`config.mk`:
```
export PLATFORM = sky130hd
export DESIGN_NAME = fetch_stage_flat
export DESIGN_NICKNAME = d
export VERILOG_FILES = /design/src/rtl/fetch_stage_if.sv /design/src/rtl/fetch_stage.sv /design/src/flat_wrapper.sv
export SDC_FILE = /design/constraint.sdc
export NUM_CORES = 1
export LEC_CHECK = 0
export CORE_UTILIZATION = 52
export DETAILED_ROUTE_END_ITERATION = 8
export HOLD_SLACK_MARGIN = 0.08
export PLACE_DENSITY = 0.86
export SLEW_MARGIN = 20
export SYNTH_ARGS = -nofsm -noshare
export SYNTH_HDL_FRONTEND = slang
export SYNTH_SLANG_ARGS = --single-unit
```
`constraint.sdc`:
```
create_clock -name CLK -period 12.83 [get_ports CLK]
set_clock_uncertainty 0.1 [all_clocks]
set_input_delay 2.566 -clock CLK [delete_from_list [all_inputs] [get_ports CLK]]
set_output_delay 2.566 -clock CLK [all_outputs]
set_load 0.03 [all_outputs]
```
`src/rtl/fetch_stage_if.sv`:
```
// Instruction-memory request/acknowledge port between the fetch stage and imem.
interface fetch_stage_if;
  logic        ImemReq;
  logic [31:0] ImemAddr;
  logic        ImemAck;
  logic [31:0] ImemRData;

  modport master (output ImemReq, output ImemAddr, input ImemAck, input ImemRData);
  modport slave  (input ImemReq, input ImemAddr, output ImemAck, output ImemRData);
endinterface

```
`src/rtl/fetch_stage.sv`:
```
// MIPS IF stage: PC register, ready/ack imem port, IF/ID register with
// decode redirects, hazard stalls and squashing of late wrong-path responses.
module fetch_stage #(
  parameter logic [31:0] RESET_PC = 32'h0000_0000
) (
  input  logic               CLK,
  input  logic               reset,
  input  logic               StallF,
  input  logic               StallD,
  input  logic               PCSrcD,
  input  logic [31:0]        PCBranchD,
  input  logic               JumpRegD,
  input  logic [31:0]        JRTargetD,
  fetch_stage_if.master      imem,
  output logic [31:0]        InstrD,
  output logic [31:0]        PCPlus4D,
  output logic               ValidD,
  output logic [31:0]        PCF,
  output logic               FetchBusyF
);

  localparam logic [1:0] FETCH = 2'd0;
  localparam logic [1:0] HOLD  = 2'd1;
  localparam logic [1:0] DROP  = 2'd2;

  logic [1:0]  state_q, state_d;
  logic [31:0] pc_q, pc_d;
  logic [31:0] instr_q, instr_d;
  logic [31:0] pcplus4_q, pcplus4_d;
  logic        valid_q, valid_d;
  logic [31:0] hold_instr_q, hold_instr_d;
  logic [31:0] drop_addr_q, drop_addr_d;

  logic        hold_f;
  logic        redir;
  logic [31:0] target;
  logic [31:0] pc_plus4;

  assign hold_f   = StallF | StallD;
  assign redir    = (JumpRegD | PCSrcD) & ~StallD;
  assign target   = JumpRegD ? JRTargetD : PCBranchD;
  assign pc_plus4 = pc_q + 32'd4;

  always_comb begin
    state_d      = state_q;
    pc_d         = pc_q;
    instr_d      = instr_q;
    pcplus4_d    = pcplus4_q;
    valid_d      = valid_q;
    hold_instr_d = hold_instr_q;
    drop_addr_d  = drop_addr_q;

    // Any cycle that does not deliver an instruction inserts a bubble unless decode is frozen.
    if (!StallD) begin
      instr_d   = 32'h0;
      pcplus4_d = 32'h0;
      valid_d   = 1'b0;
    end

    case (state_q)
      FETCH: begin
        if (redir) begin
          pc_d = target;
          if (!imem.ImemAck) begin
            drop_addr_d = pc_q;
            state_d     = DROP;
          end
        end else if (imem.ImemAck && !hold_f) begin
          pc_d      = pc_plus4;
          instr_d   = imem.ImemRData;
          pcplus4_d = pc_plus4;
          valid_d   = 1'b1;
        end else if (imem.ImemAck) begin
          hold_instr_d = imem.ImemRData;
          state_d      = HOLD;
        end
      end
      HOLD: begin
        if (redir) begin
          pc_d    = target;
          state_d = FETCH;
        end else if (!hold_f) begin
          instr_d   = hold_instr_q;
          pcplus4_d = pc_plus4;
          valid_d   = 1'b1;
          pc_d      = pc_plus4;
          state_d   = FETCH;
        end else begin
          // Parked instruction waits; IF/ID keeps whatever it already holds.
          instr_d   = instr_q;
          pcplus4_d = pcplus4_q;
          valid_d   = valid_q;
        end
      end
      DROP: begin
        if (redir) pc_d = target;
        if (imem.ImemAck) state_d = FETCH;
      end
      default: state_d = FETCH;
    endcase
  end

  always_ff @(posedge CLK or posedge reset) begin
    if (reset) begin
      state_q      <= FETCH;
      pc_q         <= RESET_PC;
      instr_q      <= 32'h0;
      pcplus4_q    <= 32'h0;
      valid_q      <= 1'b0;
      hold_instr_q <= 32'h0;
      drop_addr_q  <= 32'h0;
    end else begin
      state_q      <= state_d;
      pc_q         <= pc_d;
      instr_q      <= instr_d;
      pcplus4_q    <= pcplus4_d;
      valid_q      <= valid_d;
      hold_instr_q <= hold_instr_d;
      drop_addr_q  <= drop_addr_d;
    end
  end

  // A DROP keeps the abandoned address on the bus so the pending response can retire.
  assign imem.ImemReq  = ~reset & (state_q != HOLD);
  assign imem.ImemAddr = (state_q == DROP) ? drop_addr_q : pc_q;
  assign FetchBusyF    = imem.ImemReq & ~imem.ImemAck;

  assign InstrD   = instr_q;
  assign PCPlus4D = pcplus4_q;
  assign ValidD   = valid_q;
  assign PCF      = pc_q;

endmodule

```
`src/flat_wrapper.sv`:
```
// flat-port wrapper written by rule: the top's interface ports become plain ports
module fetch_stage_flat 
#(
  parameter logic [31:0] RESET_PC = 32'h0000_0000
)
  (CLK, reset, StallF, StallD, PCSrcD, PCBranchD, JumpRegD, JRTargetD, InstrD, PCPlus4D, ValidD, PCF, FetchBusyF, imem_ImemReq, imem_ImemAddr, imem_ImemAck, imem_ImemRData);
  fetch_stage_if imem_i ();
  input  logic CLK;
  input  logic reset;
  input  logic StallF;
  input  logic StallD;
  input  logic PCSrcD;
  input  logic [31:0] PCBranchD;
  input  logic JumpRegD;
  input  logic [31:0] JRTargetD;
  output logic [31:0] InstrD;
  output logic [31:0] PCPlus4D;
  output logic ValidD;
  output logic [31:0] PCF;
  output logic FetchBusyF;
  output wire logic [$bits(imem_i.ImemReq)-1:0] imem_ImemReq;
  output wire logic [$bits(imem_i.ImemAddr)-1:0] imem_ImemAddr;
  input wire logic [$bits(imem_i.ImemAck)-1:0] imem_ImemAck;
  input wire logic [$bits(imem_i.ImemRData)-1:0] imem_ImemRData;
  assign imem_ImemReq = imem_i.ImemReq;
  assign imem_ImemAddr = imem_i.ImemAddr;
  assign imem_i.ImemAck = imem_ImemAck;
  assign imem_i.ImemRData = imem_ImemRData;
  fetch_stage #(.RESET_PC(RESET_PC)) u_core (.CLK(CLK), .reset(reset), .StallF(StallF), .StallD(StallD), .PCSrcD(PCSrcD), .PCBranchD(PCBranchD), .JumpRegD(JumpRegD), .JRTargetD(JRTargetD), .imem(imem_i), .InstrD(InstrD), .PCPlus4D(PCPlus4D), .ValidD(ValidD), .PCF(PCF), .FetchBusyF(FetchBusyF));
endmodule
```
Word level (Yosys, flattened, before mapping) --
Cells that the tools add are included.
Word-level totals: flip-flop bits (word level) 163, logic and storage cells 69, output and inout port bits 131, input bits 103
Operators by class: add/subtract/negate cells 1, equality and inequality tests 10, reductions and logical operators 8, bitwise gates (word level) 10, muxes and demuxes 33
Operators with widths (count):
- 32-bit two-way mux | 16
- 32-bit case mux with 2 select lines | 2
- 32-bit case mux with 3 select lines | 1
- 32-bit by 3-bit adder with 32-bit output, second input constant | 1
- 2-bit two-way mux | 7
- 4-bit AND reduction | 2
- 3-bit by 2-bit inequality test with 1-bit output, second input constant | 2
- 3-bit inequality test, second input constant | 2
- 2-bit case mux with 3 select lines | 1
- 1-bit two-way mux | 5
- 1-bit NOT | 5
- 5-bit AND reduction | 1
- 2-bit by 1-bit inequality test with 1-bit output, second input constant | 2
- 1-bit bitwise AND | 3
- 3-bit by 1-bit inequality test with 1-bit output, second input constant | 1
- 3-bit AND reduction | 1
- 3-bit nonzero test | 1
- 2-bit by 1-bit equality test with 1-bit output, second input constant | 1
- 2-bit equality test, second input constant | 1
- 2-bit logical NOT | 1
- 2-bit inequality test, second input constant | 1
- 1-bit OR | 2
- 1-bit case mux with 2 select lines | 1
- 1-bit logical AND | 1
- 1-bit logical NOT | 1

Logic depth before layout (Yosys ltp) --
Gate-level depths: netlist of run 1.
depth in word-level cells 6, depth in mapped cells 9, depth with buffers taken out 6

Worst setup path before layout of run 1 --
No wires, ideal clock.
path kind input to output, start point input imem_ImemAck, end point output FetchBusyF, data required time 10.164 ns, arrival time 3.262 ns, slack 6.902 ns, stages on the path 1, path through nor3_1
Between the ends: cells in the longest elaborated chain, start to end 2
RTL lines:
- start: declaration | RTL line flat_wrapper.sv:23 | input wire logic [$bits(imem_i.ImemAck)-1:0] imem_ImemAck;
- 1-bit NOT (no source line)
- 1-bit bitwise AND | RTL line fetch_stage.sv:126 | assign FetchBusyF = imem.ImemReq & ~imem.ImemAck;
- end: declaration | RTL line flat_wrapper.sv:20 | output logic FetchBusyF;
No other way between the ends.

Worst setup path after layout of run 1 --
Same ends and word-level chain as after synthesis.

==> results of run 1 <==
[report_power, final]
group          total, mW  switching, mW  leakage [nW]  internal (mW)
combinational      0.804          0.431          2.15          0.373
sequential         0.801          0.141          2.03          0.660
clock              0.491          0.220         0.276          0.271
total               2.10          0.792          4.46           1.30
[cell usage in the layout, fill, tap and decap left out, types with 4 or more instances in the layout]
cell / netlist / final
xnor2_1: 14 / 14
nand2_1: 94 / 94
a211oi_1: 7 / 7
nor2_1: 19 / 19
o22a_1: 6 / 6
and2_1: 4 / 4
o21ai_0: 80 / 79
nand3_1: 11 / 11
dfrtp_1: 163 / 163
buf_4: 1 / 5
nor2b_1: 8 / 8
clkdlybuf4s50_1: 0 / 232
nand4_1: 15 / 15
clkbuf_16: 0 / 17
mux2_2: 102 / 102
and3_1: 7 / 7
xor2_1: 14 / 14
and4_1: 4 / 4
mux2i_1: 10 / 10
o22ai_1: 13 / 13
a2bb2oi_1: 12 / 12
a22oi_1: 33 / 33
inv_6: 0 / 8
a31oi_1: 7 / 7
a21oi_1: 30 / 30
nor3_1: 9 / 9
inv_1: 8 / 7
o21ai_1: 7 / 7
[metrics by stage]
step	hold slack [ns]	power, mW	std cells
finish	0.3781	2.096	1189
detailed placement	0.3672	1.605	1157
floorplan	0.3460	1.282	773
global placement	0.3567	1.583	1157
global route	0.3971	2.192	1189
CTS	0.3806	2.099	1189
[final timing paths]
kind | endpoint | slack (ns) | cells after the start
max in group asynchronous | u_core.PCPlus4D[24] | 8.85 | 3
max | FetchBusyF | 6.15 | 3
min | u_core.InstrD[18] | 0.38 | 2
min reg2reg | u_core.InstrD[18] | 0.38 | 2
min in group asynchronous | u_core.hold_instr_q[8] | 2.60 | 2
max reg2reg | u_core.PCF[19] | 9.95 | 5
[state kept, by name, indices dropped and copies added (netlist names)]
register             count
u_core.ValidD            1
u_core.hold_instr_q     32
u_core.PCF              32
u_core.drop_addr_q      32
u_core.InstrD           32
u_core.PCPlus4D         32
u_core.state_q           2
[critical path, stage by stage]
cell,delay [ns]
clkdlybuf4s50_1,0.53
nor3_1,0.22
clkdlybuf4s50_1,0.69
[logic make-up (layout without fill, tap and decap cells)]
family | after synthesis | count (layout) | synth area share (%)
DFF | 163 | 163 | 50.04
muxes | 114 | 114 | 15.59
xor gates and xnor gates | 28 | 28 | 3.009
adders and majority gates | 1 | 1 | 0.1535
and+or+nand+nor | 182 | 182 | 10.93
AOI/OAI and AO/OA | 211 | 211 | 15.98
buffers and inverters | 74 | 279 | 4.298
[per-layer routing]
layer,vias to the layer above,global-route usage (%),wire length [µm]
li1,3187,-,-
met1,3352,37.21,9412
met2,313,46.61,10960
met3,43,5.779,1608
met4,0,12.11,627
met5,-,0,0
[cell type report]
class	count	area [µm²]
fillers	1081	4192
flip-flops and latches	163	4079
multi-input cells	536	3745
repair buffers	239	2376
clock buffers	17	425.4
well taps	211	264.0
clock inverters	15	142.6
inverters	8	35.03
==> impl_metrics.yaml, run 1 <==
drt:
  drc: 0
  first_pass_iters: 5
  vias_per_cell: 5.799
  drtIter0Drc: 546
  antenna_left: 0
  drt_wl_total_um: 22610
  wl_per_cell_um: 19.01
  routed-via-count: 6895
placement:
  portBuffers: 233
  dp_hpwl_um: 14950
  postPlaceCellArea_um2: 10490
  gp_congestion: 0.8261
  place_ws_ns: 6.166
grt:
  grt_remaining_overflow: 0
  grt_max_degree: 84
  track_usage_pct: 28.54
  grt_pass1_wl_um: 35570
  antenna_found_initial: 0
  grt_pass1_vias: 6678
cells_and_area:
  area_delta_synth_final_pct: 35.76
  design_area_um2: 11070
  layout-drive-gt1-share_pct: 15.95
  nets: 1069
  final_util_pct: 72.53
  antenna_cells: 0
critical_path:
  required_ns: 10.16
  cp_max_fo: 7
  worst-setup-path-type: "in2out"
  cp-end-kind: "primary output"
  start_kind: "primary input"
  reg2reg_from: "u_core.state_q[0]"
  worstSetupStartpoint: "imem_ImemAck"
  arrival_ns: 4.01
sta:
  period_share_pct: 52.07
  final.min_clock_period_ns: 6.681
  timing.setup.tns_ns: 0
  max_freq_mhz: 149.7
  final_max_slew_viol_count: 0
  hold_violations: 0
  worstMarginPinSlew_ns: 1.081
  slew_headroom_pct: 27.97
  setup-violations-final: 0
  grt_setup_unrepaired: "no"
  finalWorstSetupSlack_ns: 6.149
synth:
  synth_cells: 773
  yosys_register_bits: 163
  yosysWarningCount: 0
  synth_edf_count: 0
  avgSynthCellArea_um2: 10.55
  yosysTopAreaCellShare_pct: 50.04
  synthTopCellsByCount: "dfrtp_1, mux2_2, nand2_1, o21ai_0, a22oi_1"
  synthArstFlopShare_pct: 100.0
  synth_flop_cell: "dfrtp_1"
  syn_area_um2: 8152
  synthesis.nets: 877
  ys_top_cells_by_area: "dfrtp_1, mux2_2, o21ai_0"
  synth_cell_types: 50
  seq_area_frac_synth_pct: 50.04
  yosysMostFrequentCell: "dfrtp_1"
  yosysTopAreaCell: "dfrtp_1"
clock_tree:
  cts_tree: "done"
  ctsHoldBuffers: 0
  numCtsBuffers: 17
  cts-root-buf: "clkbuf_16"
  cts.path.max_buffers: 2
  cts.sinks: 163
  clk_pin_slew_ns: 0.07
  cts-resized-gates: 0
  post_cts_buffers: 0
  clkLatencyLatePin_ns: 0.42
  htreeDepth: 4
die:
  fp.dieArea_um2: 16180
  die_x_um: 127.2
  core_area_um2: 15260
  ios: 234
  floorplan.initialDensity_pct: 53.42
  die_h_um: 127.2
  row_count: 45
pwr:
  leakage_nw: 4.462
  power.density_nw_per_um2: 189.4
  ir_drop_uv: 122.8
min_path:
  hp-class: "reg2reg"
  holdCritStartpoint: "u_core.InstrD[18]"
flow_run:
  cap_violations: 0
run_status:
  status: "finished clean"
(Power assumes the default switching activity.)
==> run 2, diff against run 1 <==
Settings changed: CORE_UTILIZATION 52 to 44, PLACE_DENSITY 0.86 to 0.78.
Clock period 12.83 ns to 6 ns, I/O delays scaled along.
==> impl_metrics.yaml, run 2 (same netlist as run 1, synthesis figures left out) <==
run_status:
  status: "finished, violations left"
  failed_checks: "DRC"
pwr:
  swShare_pct: 37.43
  ir_drop_uv: 227.4
  leakage_nw: 4.484
  p_clk_share_pct: 23.9
  power.internal_mw: 2.823
  switchingPower_mw: 1.689
  seqPwrFrac_pct: 38.0
  combPwrFrac_pct: 38.1
  power.density_nw_per_um2: 405.4
critical_path:
  worst-setup-path-type: "reg2out"
  required_ns: 4.70
  start_kind: "flop"
  cp-end-kind: "primary output"
  cp_max_fo: 35
  arrival_ns: 2.79
placement:
  gp_congestion: 0.8080
  portBuffers: 233
  place_ws_ns: 2.067
  dp_hpwl_um: 15640
grt:
  grt_pass1_vias: 6776
  grt_remaining_overflow: 0
  antenna_found_initial: 0
  track_usage_pct: 24.65
  grt_pass1_wl_um: 36940
  grt_max_degree: 85
drt:
  wl_per_cell_um: 18.97
  antenna_left: 0
  vias_per_cell: 5.673
  first_pass_iters: 7
  drtIter0Drc: 503
  drt_wl_total_um: 22930
  drc: 20
  routed-via-count: 6859
sta:
  slew_headroom_pct: 29.55
  final_max_slew_viol_count: 0
  period_share_pct: 68.24
  grt_setup_unrepaired: "no"
  finalWorstSetupSlack_ns: 1.905
  setup-violations-final: 0
  max_freq_mhz: 244.2
  hold_violations: 0
  worstMarginPinSlew_ns: 1.057
  final.min_clock_period_ns: 4.095
  timing.setup.tns_ns: 0
clock_tree:
  clk_pin_slew_ns: 0.07
  cts-resized-gates: 0
  ctsHoldBuffers: 0
  htreeDepth: 4
  cts.path.max_buffers: 2
  cts_tree: "done"
  post_cts_buffers: 0
  numCtsBuffers: 17
  cts.sinks: 163
  cts-root-buf: "clkbuf_16"
  clkLatencyLatePin_ns: 0.43
cells_and_area:
  layout-drive-gt1-share_pct: 16.02
  mostFrequentLayoutCell: "clkdlybuf4s50_1"
  area_delta_synth_final_pct: 36.53
  antenna_cells: 0
  num-fill-cells: 1480
  final_cell_mix: "clkdlybuf4s50_1, dfrtp_1, mux2_2"
  nets: 1071
  final_util_pct: 61.54
die:
  ios: 234
  die_h_um: 138.1
  floorplan.initialDensity_pct: 45.07
  row_count: 49
  core_area_um2: 18090
  fp.dieArea_um2: 19070
  die_x_um: 138.1
min_path:
  hp-class: "reg2reg"
flow_run:
  cap_violations: 0
[run 2: changes by cell type in the layout (fill, tap and decap cells not counted), sizes merged]
| cell | delta |
|---|---|
| buf | +2 |
| clkbuf | +3 |
| clkinv | +1 |
| clkinvlp | -1 |
| inv | -3 |
[run 2: critical path, stage by stage (launching register included)]
cell and delay (ns):
dfrtp_1 0.58, nand2b_2 0.63, mux2_2 0.52, clkdlybuf4s50_1 0.61
[run 2: final timing paths]
path | start | to | slack [ns] | cells past startpoint
min in group asynchronous | reset | u_core.InstrD[0] | 1.24 | 2
max in group asynchronous | reset | u_core.PCF[15] | 3.51 | 3
worst max register to register | u_core.state_q[1] | u_core.PCF[29] | 3.14 | 5
worst max-delay path | u_core.state_q[1] | imem_ImemAddr[6] | 1.91 | 3
worst min-delay path | u_core.InstrD[11] | u_core.InstrD[11] | 0.38 | 2
worst min register to register | u_core.InstrD[11] | u_core.InstrD[11] | 0.38 | 2
[run 2: per-stage QoR]
step | hold WS, ns | cell area (µm²) | instances | total power, mW
2_1_floorplan | 0.3460 | 8152 | 773 | 2.741
3_3_place_gp | 0.3569 | 10540 | 1177 | 3.401
3_5_place_dp | 0.3679 | 10540 | 1177 | 3.445
4_1_cts | 0.3836 | 11120 | 1209 | 4.527
5_1_grt | 0.3973 | 11130 | 1209 | 4.721
6_report | 0.3767 | 11130 | 1209 | 4.512
[run 2: layout make-up]
| cell class | count | area (µm²) | area share [%] |
|---|---|---|---|
| sequential | 163 | 4079 | 36.65 |
| multi-input combinational | 536 | 3755 | 33.74 |
| timing repair buffer | 241 | 2387 | 21.45 |
| clock buffer | 20 | 466.7 | 4.193 |
| tap | 229 | 286.5 | 2.574 |
| clock inverter | 12 | 120.1 | 1.079 |
| inverter | 8 | 35.03 | 0.3148 |
[run 2: metal layers]
metal	GRT usage [%]	vias to the layer above	part of all wire (%)
li1	-	3188	-
met1	33.08	3367	44
met2	39.93	281	48
met3	6.235	23	6.8
met4	6.387	0	1.3
met5	0	-	0
[run 2: power groups by stage]
stage | Sequential (mW) | Clock, mW | Combinational, mW
finish | 1.72 | 1.08 | 1.72
global route | 1.76 | 1.14 | 1.82
CTS | 1.71 | 1.09 | 1.73
detailed placement | 1.73 | 0 | 1.72
global placement | 1.71 | 0 | 1.69
floorplan | 1.86 | 0 | 0.879
